$ cat src/rtl/fifo_ptr_ctrl_pkg.sv
// Shared sizing constants and types for the longword DMA FIFO pointer controller.
package fifo_ctrl_pkg;

  localparam int DEPTH_LOG2 = 3;
  localparam int FIFO_DEPTH = 1 << DEPTH_LOG2;
  localparam int HALF_MARK  = FIFO_DEPTH / 2;

  typedef logic [DEPTH_LOG2-1:0] ptr_t;
  typedef logic [DEPTH_LOG2:0]   cnt_t;
  typedef logic [1:0]            bptr_t;

endpackage

$ cat src/rtl/fifo_ptr_ctrl_if.sv
// Strobe and status bundle between the CPU/SCSI state machines (master) and the
// pointer controller (slave).
interface fifo_ptr_ctrl_if #(
  parameter int DEPTH_LOG2 = fifo_ctrl_pkg::DEPTH_LOG2
);

  logic                  FLUSH;
  logic                  INCFIFO;
  logic                  DECFIFO;
  logic                  INCNI;
  logic                  INCNO;
  logic                  INCBO;
  logic                  ERR_CLR;
  logic [DEPTH_LOG2-1:0] NI_PTR;
  logic [DEPTH_LOG2-1:0] NO_PTR;
  logic [1:0]            BO_PTR;
  logic                  BO_LAST;
  logic [DEPTH_LOG2:0]   COUNT;
  logic                  FIFOFULL;
  logic                  FIFOEMPTY;
  logic                  FIFOHALF;
  logic                  OVF;
  logic                  UNF;

  modport master (
    output FLUSH, INCFIFO, DECFIFO, INCNI, INCNO, INCBO, ERR_CLR,
    input  NI_PTR, NO_PTR, BO_PTR, BO_LAST, COUNT,
    input  FIFOFULL, FIFOEMPTY, FIFOHALF, OVF, UNF
  );

  modport slave (
    input  FLUSH, INCFIFO, DECFIFO, INCNI, INCNO, INCBO, ERR_CLR,
    output NI_PTR, NO_PTR, BO_PTR, BO_LAST, COUNT,
    output FIFOFULL, FIFOEMPTY, FIFOHALF, OVF, UNF
  );

endinterface

$ cat src/rtl/fifo_ptr_ctrl_wrap_ctr.sv
// Free-running modulo-2^W counter with sync reset and clear; one-cycle update,
// never stalls.
module wrap_ctr #(
  parameter int W = 3
) (
  input  logic         CLK,
  input  logic         RST,
  input  logic         CLR,
  input  logic         INC,
  output logic [W-1:0] Q
);

  always_ff @(posedge CLK) begin
    if (RST || CLR) begin
      Q <= '0;
    end else if (INC) begin
      Q <= Q + 1'b1;
    end
  end

endmodule

$ cat src/rtl/fifo_ptr_ctrl.sv
// Read/write/byte pointers, occupancy count and sticky OVF/UNF for the DMA FIFO.
// Strobes update state at the next edge; flags decode registered state; no backpressure.
module fifo_ptr_ctrl #(
  parameter int DEPTH_LOG2 = fifo_ctrl_pkg::DEPTH_LOG2
) (
  input logic           CLK,
  input logic           RST,
  fifo_ptr_ctrl_if.slave bus
);

  localparam int                  DEPTH    = 1 << DEPTH_LOG2;
  localparam logic [DEPTH_LOG2:0] CNT_FULL = (DEPTH_LOG2+1)'(DEPTH);
  localparam logic [DEPTH_LOG2:0] CNT_HALF = (DEPTH_LOG2+1)'(DEPTH / 2);

  logic [DEPTH_LOG2-1:0] ni_ptr;
  logic [DEPTH_LOG2-1:0] no_ptr;
  logic [1:0]            bo_ptr;
  logic [DEPTH_LOG2:0]   count;
  logic [DEPTH_LOG2:0]   count_nxt;
  logic                  ovf;
  logic                  unf;
  logic                  ovf_evt;
  logic                  unf_evt;
  logic                  full;
  logic                  empty;

  wrap_ctr #(.W(DEPTH_LOG2)) u_ni_ctr (
    .CLK (CLK), .RST (RST), .CLR (bus.FLUSH), .INC (bus.INCNI), .Q (ni_ptr)
  );

  wrap_ctr #(.W(DEPTH_LOG2)) u_no_ctr (
    .CLK (CLK), .RST (RST), .CLR (bus.FLUSH), .INC (bus.INCNO), .Q (no_ptr)
  );

  wrap_ctr #(.W(2)) u_bo_ctr (
    .CLK (CLK), .RST (RST), .CLR (bus.FLUSH), .INC (bus.INCBO), .Q (bo_ptr)
  );

  assign full  = (count == CNT_FULL);
  assign empty = (count == '0);

  // Simultaneous INCFIFO and DECFIFO cancel, so they never raise an error even at the limits.
  always_comb begin
    count_nxt = count;
    ovf_evt   = 1'b0;
    unf_evt   = 1'b0;
    if (bus.INCFIFO && !bus.DECFIFO) begin
      if (full) begin
        ovf_evt = 1'b1;
      end else begin
        count_nxt = count + 1'b1;
      end
    end else if (bus.DECFIFO && !bus.INCFIFO) begin
      if (empty) begin
        unf_evt = 1'b1;
      end else begin
        count_nxt = count - 1'b1;
      end
    end
  end

  always_ff @(posedge CLK) begin
    if (RST) begin
      count <= '0;
      ovf   <= 1'b0;
      unf   <= 1'b0;
    end else if (bus.FLUSH) begin
      count <= '0;
    end else begin
      count <= count_nxt;
      ovf   <= ovf_evt | (ovf & ~bus.ERR_CLR);
      unf   <= unf_evt | (unf & ~bus.ERR_CLR);
    end
  end

  assign bus.NI_PTR    = ni_ptr;
  assign bus.NO_PTR    = no_ptr;
  assign bus.BO_PTR    = bo_ptr;
  assign bus.BO_LAST   = (bo_ptr == 2'd3);
  assign bus.COUNT     = count;
  assign bus.FIFOFULL  = full;
  assign bus.FIFOEMPTY = empty;
  assign bus.FIFOHALF  = (count >= CNT_HALF);
  assign bus.OVF       = ovf;
  assign bus.UNF       = unf;

endmodule

$ cat src/flat_wrapper.sv
// flat-port wrapper written by rule: the top's interface ports become plain ports
module fifo_ptr_ctrl_flat 
#(
  parameter int DEPTH_LOG2 = fifo_ctrl_pkg::DEPTH_LOG2
)
  (CLK, RST, bus_FLUSH, bus_INCFIFO, bus_DECFIFO, bus_INCNI, bus_INCNO, bus_INCBO, bus_ERR_CLR, bus_NI_PTR, bus_NO_PTR, bus_BO_PTR, bus_BO_LAST, bus_COUNT, bus_FIFOFULL, bus_FIFOEMPTY, bus_FIFOHALF, bus_OVF, bus_UNF);
  fifo_ptr_ctrl_if #(.DEPTH_LOG2(DEPTH_LOG2)) bus_i ();
  input logic CLK;
  input logic RST;
  input wire logic [$bits(bus_i.FLUSH)-1:0] bus_FLUSH;
  input wire logic [$bits(bus_i.INCFIFO)-1:0] bus_INCFIFO;
  input wire logic [$bits(bus_i.DECFIFO)-1:0] bus_DECFIFO;
  input wire logic [$bits(bus_i.INCNI)-1:0] bus_INCNI;
  input wire logic [$bits(bus_i.INCNO)-1:0] bus_INCNO;
  input wire logic [$bits(bus_i.INCBO)-1:0] bus_INCBO;
  input wire logic [$bits(bus_i.ERR_CLR)-1:0] bus_ERR_CLR;
  output wire logic [$bits(bus_i.NI_PTR)-1:0] bus_NI_PTR;
  output wire logic [$bits(bus_i.NO_PTR)-1:0] bus_NO_PTR;
  output wire logic [$bits(bus_i.BO_PTR)-1:0] bus_BO_PTR;
  output wire logic [$bits(bus_i.BO_LAST)-1:0] bus_BO_LAST;
  output wire logic [$bits(bus_i.COUNT)-1:0] bus_COUNT;
  output wire logic [$bits(bus_i.FIFOFULL)-1:0] bus_FIFOFULL;
  output wire logic [$bits(bus_i.FIFOEMPTY)-1:0] bus_FIFOEMPTY;
  output wire logic [$bits(bus_i.FIFOHALF)-1:0] bus_FIFOHALF;
  output wire logic [$bits(bus_i.OVF)-1:0] bus_OVF;
  output wire logic [$bits(bus_i.UNF)-1:0] bus_UNF;
  assign bus_i.FLUSH = bus_FLUSH;
  assign bus_i.INCFIFO = bus_INCFIFO;
  assign bus_i.DECFIFO = bus_DECFIFO;
  assign bus_i.INCNI = bus_INCNI;
  assign bus_i.INCNO = bus_INCNO;
  assign bus_i.INCBO = bus_INCBO;
  assign bus_i.ERR_CLR = bus_ERR_CLR;
  assign bus_NI_PTR = bus_i.NI_PTR;
  assign bus_NO_PTR = bus_i.NO_PTR;
  assign bus_BO_PTR = bus_i.BO_PTR;
  assign bus_BO_LAST = bus_i.BO_LAST;
  assign bus_COUNT = bus_i.COUNT;
  assign bus_FIFOFULL = bus_i.FIFOFULL;
  assign bus_FIFOEMPTY = bus_i.FIFOEMPTY;
  assign bus_FIFOHALF = bus_i.FIFOHALF;
  assign bus_OVF = bus_i.OVF;
  assign bus_UNF = bus_i.UNF;
  fifo_ptr_ctrl #(.DEPTH_LOG2(DEPTH_LOG2)) u_core (.CLK(CLK), .RST(RST), .bus(bus_i));
endmodule
$ cat config.mk
export PLATFORM = sky130hd
export DESIGN_NAME = fifo_ptr_ctrl_flat
export DESIGN_NICKNAME = d
export VERILOG_FILES = /design/src/rtl/fifo_ptr_ctrl_pkg.sv /design/src/rtl/fifo_ptr_ctrl_if.sv /design/src/rtl/fifo_ptr_ctrl_wrap_ctr.sv /design/src/rtl/fifo_ptr_ctrl.sv /design/src/flat_wrapper.sv
export SDC_FILE = /design/constraint.sdc
export NUM_CORES = 1
export LEC_CHECK = 0
export BUFFER_PORTS_ARGS = -buffer_cell sky130_fd_sc_hd__buf_4
export CORE_UTILIZATION = 51
export DETAILED_ROUTE_END_ITERATION = 10
export GPL_TIMING_DRIVEN = 0
export PLACE_DENSITY = 0.82
export SYNTH_ARGS = -nofsm -noshare
export SYNTH_HDL_FRONTEND = slang
export SYNTH_HIERARCHICAL = 1
export SYNTH_SLANG_ARGS = --single-unit
$ cat constraint.sdc
create_clock -name CLK -period 3.8 [get_ports CLK]
set_input_delay 0.19 -clock CLK [delete_from_list [all_inputs] [get_ports CLK]]
set_output_delay 0.19 -clock CLK [all_outputs]
set_load 0.01 [all_outputs]
Yosys cells after proc, flatten, opt, wreduce, memory -nomap -nowiden
Index checks and enable logic that the tools add are counted.
{"block": "totals", "register_bits": 14, "inputBits": 9, "out_inout_bits": 18, "elab_cells": 39}
{"block": "op_classes", "addsub": 5, "order_cmp": 1, "n_eq_ne": 4, "mux": 9, "n_bitwise": 5, "reduce_logical": 9}
{"operator": "$mux W4", "count": 4}
{"operator": "$add A3 B1 Y3 const B", "count": 2}
{"operator": "$mux W1", "count": 5}
{"operator": "$add A4 B1 Y4 const B", "count": 1}
{"operator": "$eq A4 B4 Y1 const B", "count": 1}
{"operator": "$ge A4 B3 Y1 const B", "count": 1}
{"operator": "$logic_not A4 Y1", "count": 1}
{"operator": "$sub A4 B1 Y4 const B", "count": 1}
{"operator": "$reduce_and A3 Y1", "count": 1}
{"operator": "$add A2 B1 Y2 const B", "count": 1}
{"operator": "$and A1 B1 Y1", "count": 2}
{"operator": "$eq A2 B2 Y1 const B", "count": 1}
{"operator": "$logic_and A1 B1 Y1", "count": 2}
{"operator": "$logic_not A1 Y1", "count": 2}
{"operator": "$ne A2 B1 Y1 const B", "count": 1}
{"operator": "$ne A2 B2 Y1 const B", "count": 1}
{"operator": "$or A1 B1 Y1", "count": 2}
{"operator": "$reduce_bool A2 Y1", "count": 1}
{"operator": "$reduce_or A2 Y1", "count": 1}
{"operator": "$logic_or A1 B1 Y1", "count": 1}
{"operator": "$not A1 Y1", "count": 1}

Depth between registers and ports, before layout
{"block": "logic_depth", "depth_word": 5, "mapped_depth": 8, "mapped_depth_nobuf": 8}

Cells and area by module
The synthesis kept the hierarchy.
{"mod": "fifo_ptr_ctrl", "instances": 1, "cells_per_inst": 50, "area_per_inst_um2": 450.4, "seq_area_each_um2": 120.1}
{"mod": "wrap_ctr (u_core.u_ni_ctr ...)", "instances": 2, "cells_per_inst": 11, "area_per_inst_um2": 131.4, "seq_area_each_um2": 60.1}
{"mod": "wrap_ctr (u_core.u_bo_ctr)", "instances": 1, "cells_per_inst": 7, "area_per_inst_um2": 83.8, "seq_area_each_um2": 40.0}

Least setup slack after synthesis
OpenSTA, ideal clock, no wires.
{"block": "synth_timing", "path_type": "input port to flip-flop", "startpoint": "in bus_DECFIFO", "endpoint": "reg u_core.count[3], in the netlist u_core/bus.COUNT[3]", "setup_time_ns": 0.131, "arrival_ns": 1.480, "t_required_ns": 3.669, "slack_ns": 2.189, "path_stages": 8, "path_buffers": 0, "cell_sequence": "inv_1 -> ha_1 -> inv_1 -> ha_1 -> a21oi_1 -> a211oi_1 -> a31oi_1 -> o311ai_1"}
{"block": "synth_via", "elab_chain_len": 4, "word_cells_on_any_way": 8, "cone_classes": "2 x eq/ne; 1 x mux; 5 x reduce/logical"}
{"element": "start: declaration", "line": "flat_wrapper.sv:12", "text": "input wire logic [$bits(bus_i.DECFIFO)-1:0] bus_DECFIFO;"}
{"element": "$logic_not A1 Y1", "line": "fifo_ptr_ctrl.sv:47", "text": "if (bus.INCFIFO && !bus.DECFIFO) begin"}
{"element": "$logic_and A1 B1 Y1", "line": "fifo_ptr_ctrl.sv:47"}
{"element": "$ne A2 B1 Y1 (no line) (tied with other cells)"}
{"element": "$reduce_and A3 Y1 (no line)"}
{"element": "end signal: assignment", "line": "fifo_ptr_ctrl.sv:70", "text": "count <= count_nxt;"}
{"element": "end: declaration", "line": "fifo_ptr_ctrl.sv:18", "text": "logic [DEPTH_LOG2:0] count;"}
Several ways; a longest one is shown, not always the timed one.
A chain may end at the register's enable or synchronous reset.

Worst setup path in the final report
Same ends and word-level chain as after synthesis.

==> impl_metrics.yaml <==
run_status:
  outcome: "finished, final reports clean"
power:
  power_density_nw_per_um2: 308.0
  vdd.ir_drop.worst_mv: 0.2366
  static-leakage-power_nw: 0.4366
setup_path:
  setup.worst_path.start_class: "input pin"
  crit_type: "input pin to flip-flop"
  timing.critical_path.arrival_ns: 1.83
  worstPathMaxFanout: 6
  required_ns: 3.96
  cp-end-kind: "flip-flop"
cts:
  post_cts_resize_count: 0
  cts_buffers: 3
  cts_setup_buffers: 0
  cts_tree: "yes"
  clk_pin_slew_ns: 0.08
  maximum_clock_path_buffer_count: 2
  clock_tree.root_cell: "clkbuf_4"
  number_of_h_tree_levels: 1
  postCtsHoldBufs: 0
  tritoncts_num_sinks: 14
  clock_insertion_delay_worst_skew_ns: 0.28
die:
  floorplan.core_area_um2: 1383
  fp.dieArea_um2: 1725
  rows: 13
  initial_utilization_pct: 57.65
  fp.dieH_um: 41.53
  ios: 27
  floorplan.die.width_um: 41.53
sta:
  grt_setup_unrepaired: "false"
  timing.max_slew.rel_slack_pct: 68.54
  setup_ws_final_ns: 2.132
  slew_viols_final: 0
  setup_viol_count_final: 0
  period_minus_slack_ns: 1.668
  fmax_ghz: 0.5994
  final_hold_viol_count: 0
  worst_slew_pin_slew_ns: 0.4676
  clock_skew_ns: 0.005308
  part_of_the_cycle_the_worst_path_needs_pct: 43.90
  setup-tns-final_ns: 0
synthesis:
  portion_of_the_post_synthesis_area_used_by_sequential_elements_pct: 35.16
  postSynthAreaPerCell_um2: 10.09
  syn-instance-count: 79
  edff_count_synth: 0
  proportion_of_register_bits_with_asynchronous_set_or_reset_after_synthesis_pct: 0
  ys.flop_type: "dfxtp_1"
  ys_warn_count: 6
  synthesis.nets: 95
  post_synth_instance_area_um2: 797.0
  yosysUniqueCellTypes: 32
  ys_ff_latch: 14
place:
  place_congestion: 0.6973
  placement.io_buffers: 26
  pre_cts_slack_ns: 1.878
  dp.final_hpwl_um: 1365
route:
  wl_per_cell_um: 14.67
  dr_total_vias: 753
  routed_via_density: 6.122
  first_iter_violations: 15
  drt_drc_violations_left: 0
  wirelength_um: 1805
  antenna_nets_post_route: 0
  detail_route.first_pass.iterations: 4
cells_and_area:
  finalNetCount: 126
  area.growth.synth_to_final_pct: 29.67
  filler_cell_count: 114
  insertedDiodeCount: 0
  drive_gt1_share_pct: 38.89
global_route:
  grt_first_pass_wirelength_um: 2967
  first_global_vias: 695
  grt_usage_pct: 22.12
  grt_remaining_overflow: 0
  grt_antenna_before_repair: 0
  maximum_number_of_pins_on_one_net_before_global_route_repair: 14
min_path:
  worstHoldPathType: "input pin to flip-flop"
flow_run:
  timing.max_cap.violations: 0
worst max-delay path: stages:
cell	delay [ns]
buf_4	0.11
inv_1	0.05
ha_1	0.30
inv_1	0.16
ha_1	0.35
a21oi_1	0.28
a211oi_1	0.13
a31oi_1	0.16
o311ai_1	0.11
routing by layer:
layer  vias to the layer above  share of wire (%)  global-route usage [%]
li1                        352                  -                       -
met1                       366                 40                   24.73
met2                        31                 52                   38.75
met3                         4                5.9                   2.609
met4                         0                1.9                   14.84
met5                         -                  0                       0
area by class of cell:
cell class / count / area (um^2) / area share, %
clock buffers: 3 / 22.52 / 2.179
flip-flops and latches: 14 / 280.3 / 27.12
multi-input cells: 60 / 496.7 / 48.06
inverters: 4 / 15.01 / 1.453
well taps: 15 / 18.77 / 1.816
plain buffers: 1 / 5.005 / 0.4843
repair buffers: 26 / 195.2 / 18.89
registers in the layout (all words and copies together), names as in the netlist:
signal and flops:
u_core/u_no_ctr/Q 3, u_core/u_ni_ctr/Q 3, u_core/bus.COUNT 4, u_core/bus.OVF 1, u_core/bus.UNF 1, u_core/u_bo_ctr/Q 2
power breakdown:
part           total [mW]  switching (mW)  internal (mW)
registers           0.160         0.00812          0.152
clock network      0.0828          0.0461         0.0367
logic              0.0755          0.0378         0.0376
metrics by stage:
stage / hold slack (ns) / area, um^2 / utilization, % / instances / power [mW]
after CTS: 0.1635 / 1033 / 74.75 / 123 / 0.3228
after global routing: 0.1720 / 1033 / 74.75 / 123 / 0.3363
after global placement: 0.4432 / 1011 / 73.12 / 120 / 0.2354
final: 0.1769 / 1033 / 74.75 / 123 / 0.3183
after floorplan: 0.2546 / 797.0 / - / 79 / 0.2046
after detailed placement: 0.4470 / 1011 / 73.12 / 120 / 0.2382
kinds of logic after synthesis:
family	count (synthesis)	synth area share, %
DFF	14	35.16
muxes	2	2.512
AOI/OAI and AO/OA	17	19.47
xor gates and xnor gates	5	5.494
adders and majority gates	7	11.93
buffers and inverters	5	2.511
and+or+nand+nor	29	22.92
placed cells by master, fill, tap and decap left out, types with 2 or more instances in the layout:
cell       n
ha_1       6
xnor2_1    5
a21oi_1    3
mux2i_1    2
nand2b_4   2
dfxtp_1   14
buf_4     26
nor4_1     2
inv_1      4
nand2_1    3
a211oi_1   3
a211oi_2   3
clkbuf_4   3
nor3_1     6
a21bo_2    2
nand3b_1   4
nor2_1     3
worst paths after layout:
kind	slack [ns]	from	endpoint	depth (start not counted)
setup / recovery	2.13	bus_DECFIFO	u_core/bus.COUNT[3]$_SDFFE_PP0P_	9
setup reg to reg	2.23	u_core/bus.COUNT[2]$_SDFFE_PP0P_	u_core/bus.COUNT[3]$_SDFFE_PP0P_	5
hold reg to reg	0.45	u_core/bus.OVF$_SDFFE_PP0N_	u_core/bus.OVF$_SDFFE_PP0N_	2
hold / removal	0.18	RST	u_core/bus.OVF$_SDFFE_PP0N_	2
synth_stat cells (2+ instances only):
cell	instances	share of area (%)
mux2i_1	2	2.5
a211oi_1	3	2.8
nand2_1	3	1.4
nor4_1	2	1.6
nand3b_1	4	3.8
nor2_1	3	1.4
nand2b_4	2	3.5
nor3_1	6	3.8
a21bo_2	2	2.5
a21oi_1	3	1.9
xnor2_1	5	5.5
ha_1	6	9.4
dfxtp_1	14	35
a211oi_2	3	4.7
inv_1	4	1.9
(Power assumes the default switching activity.)
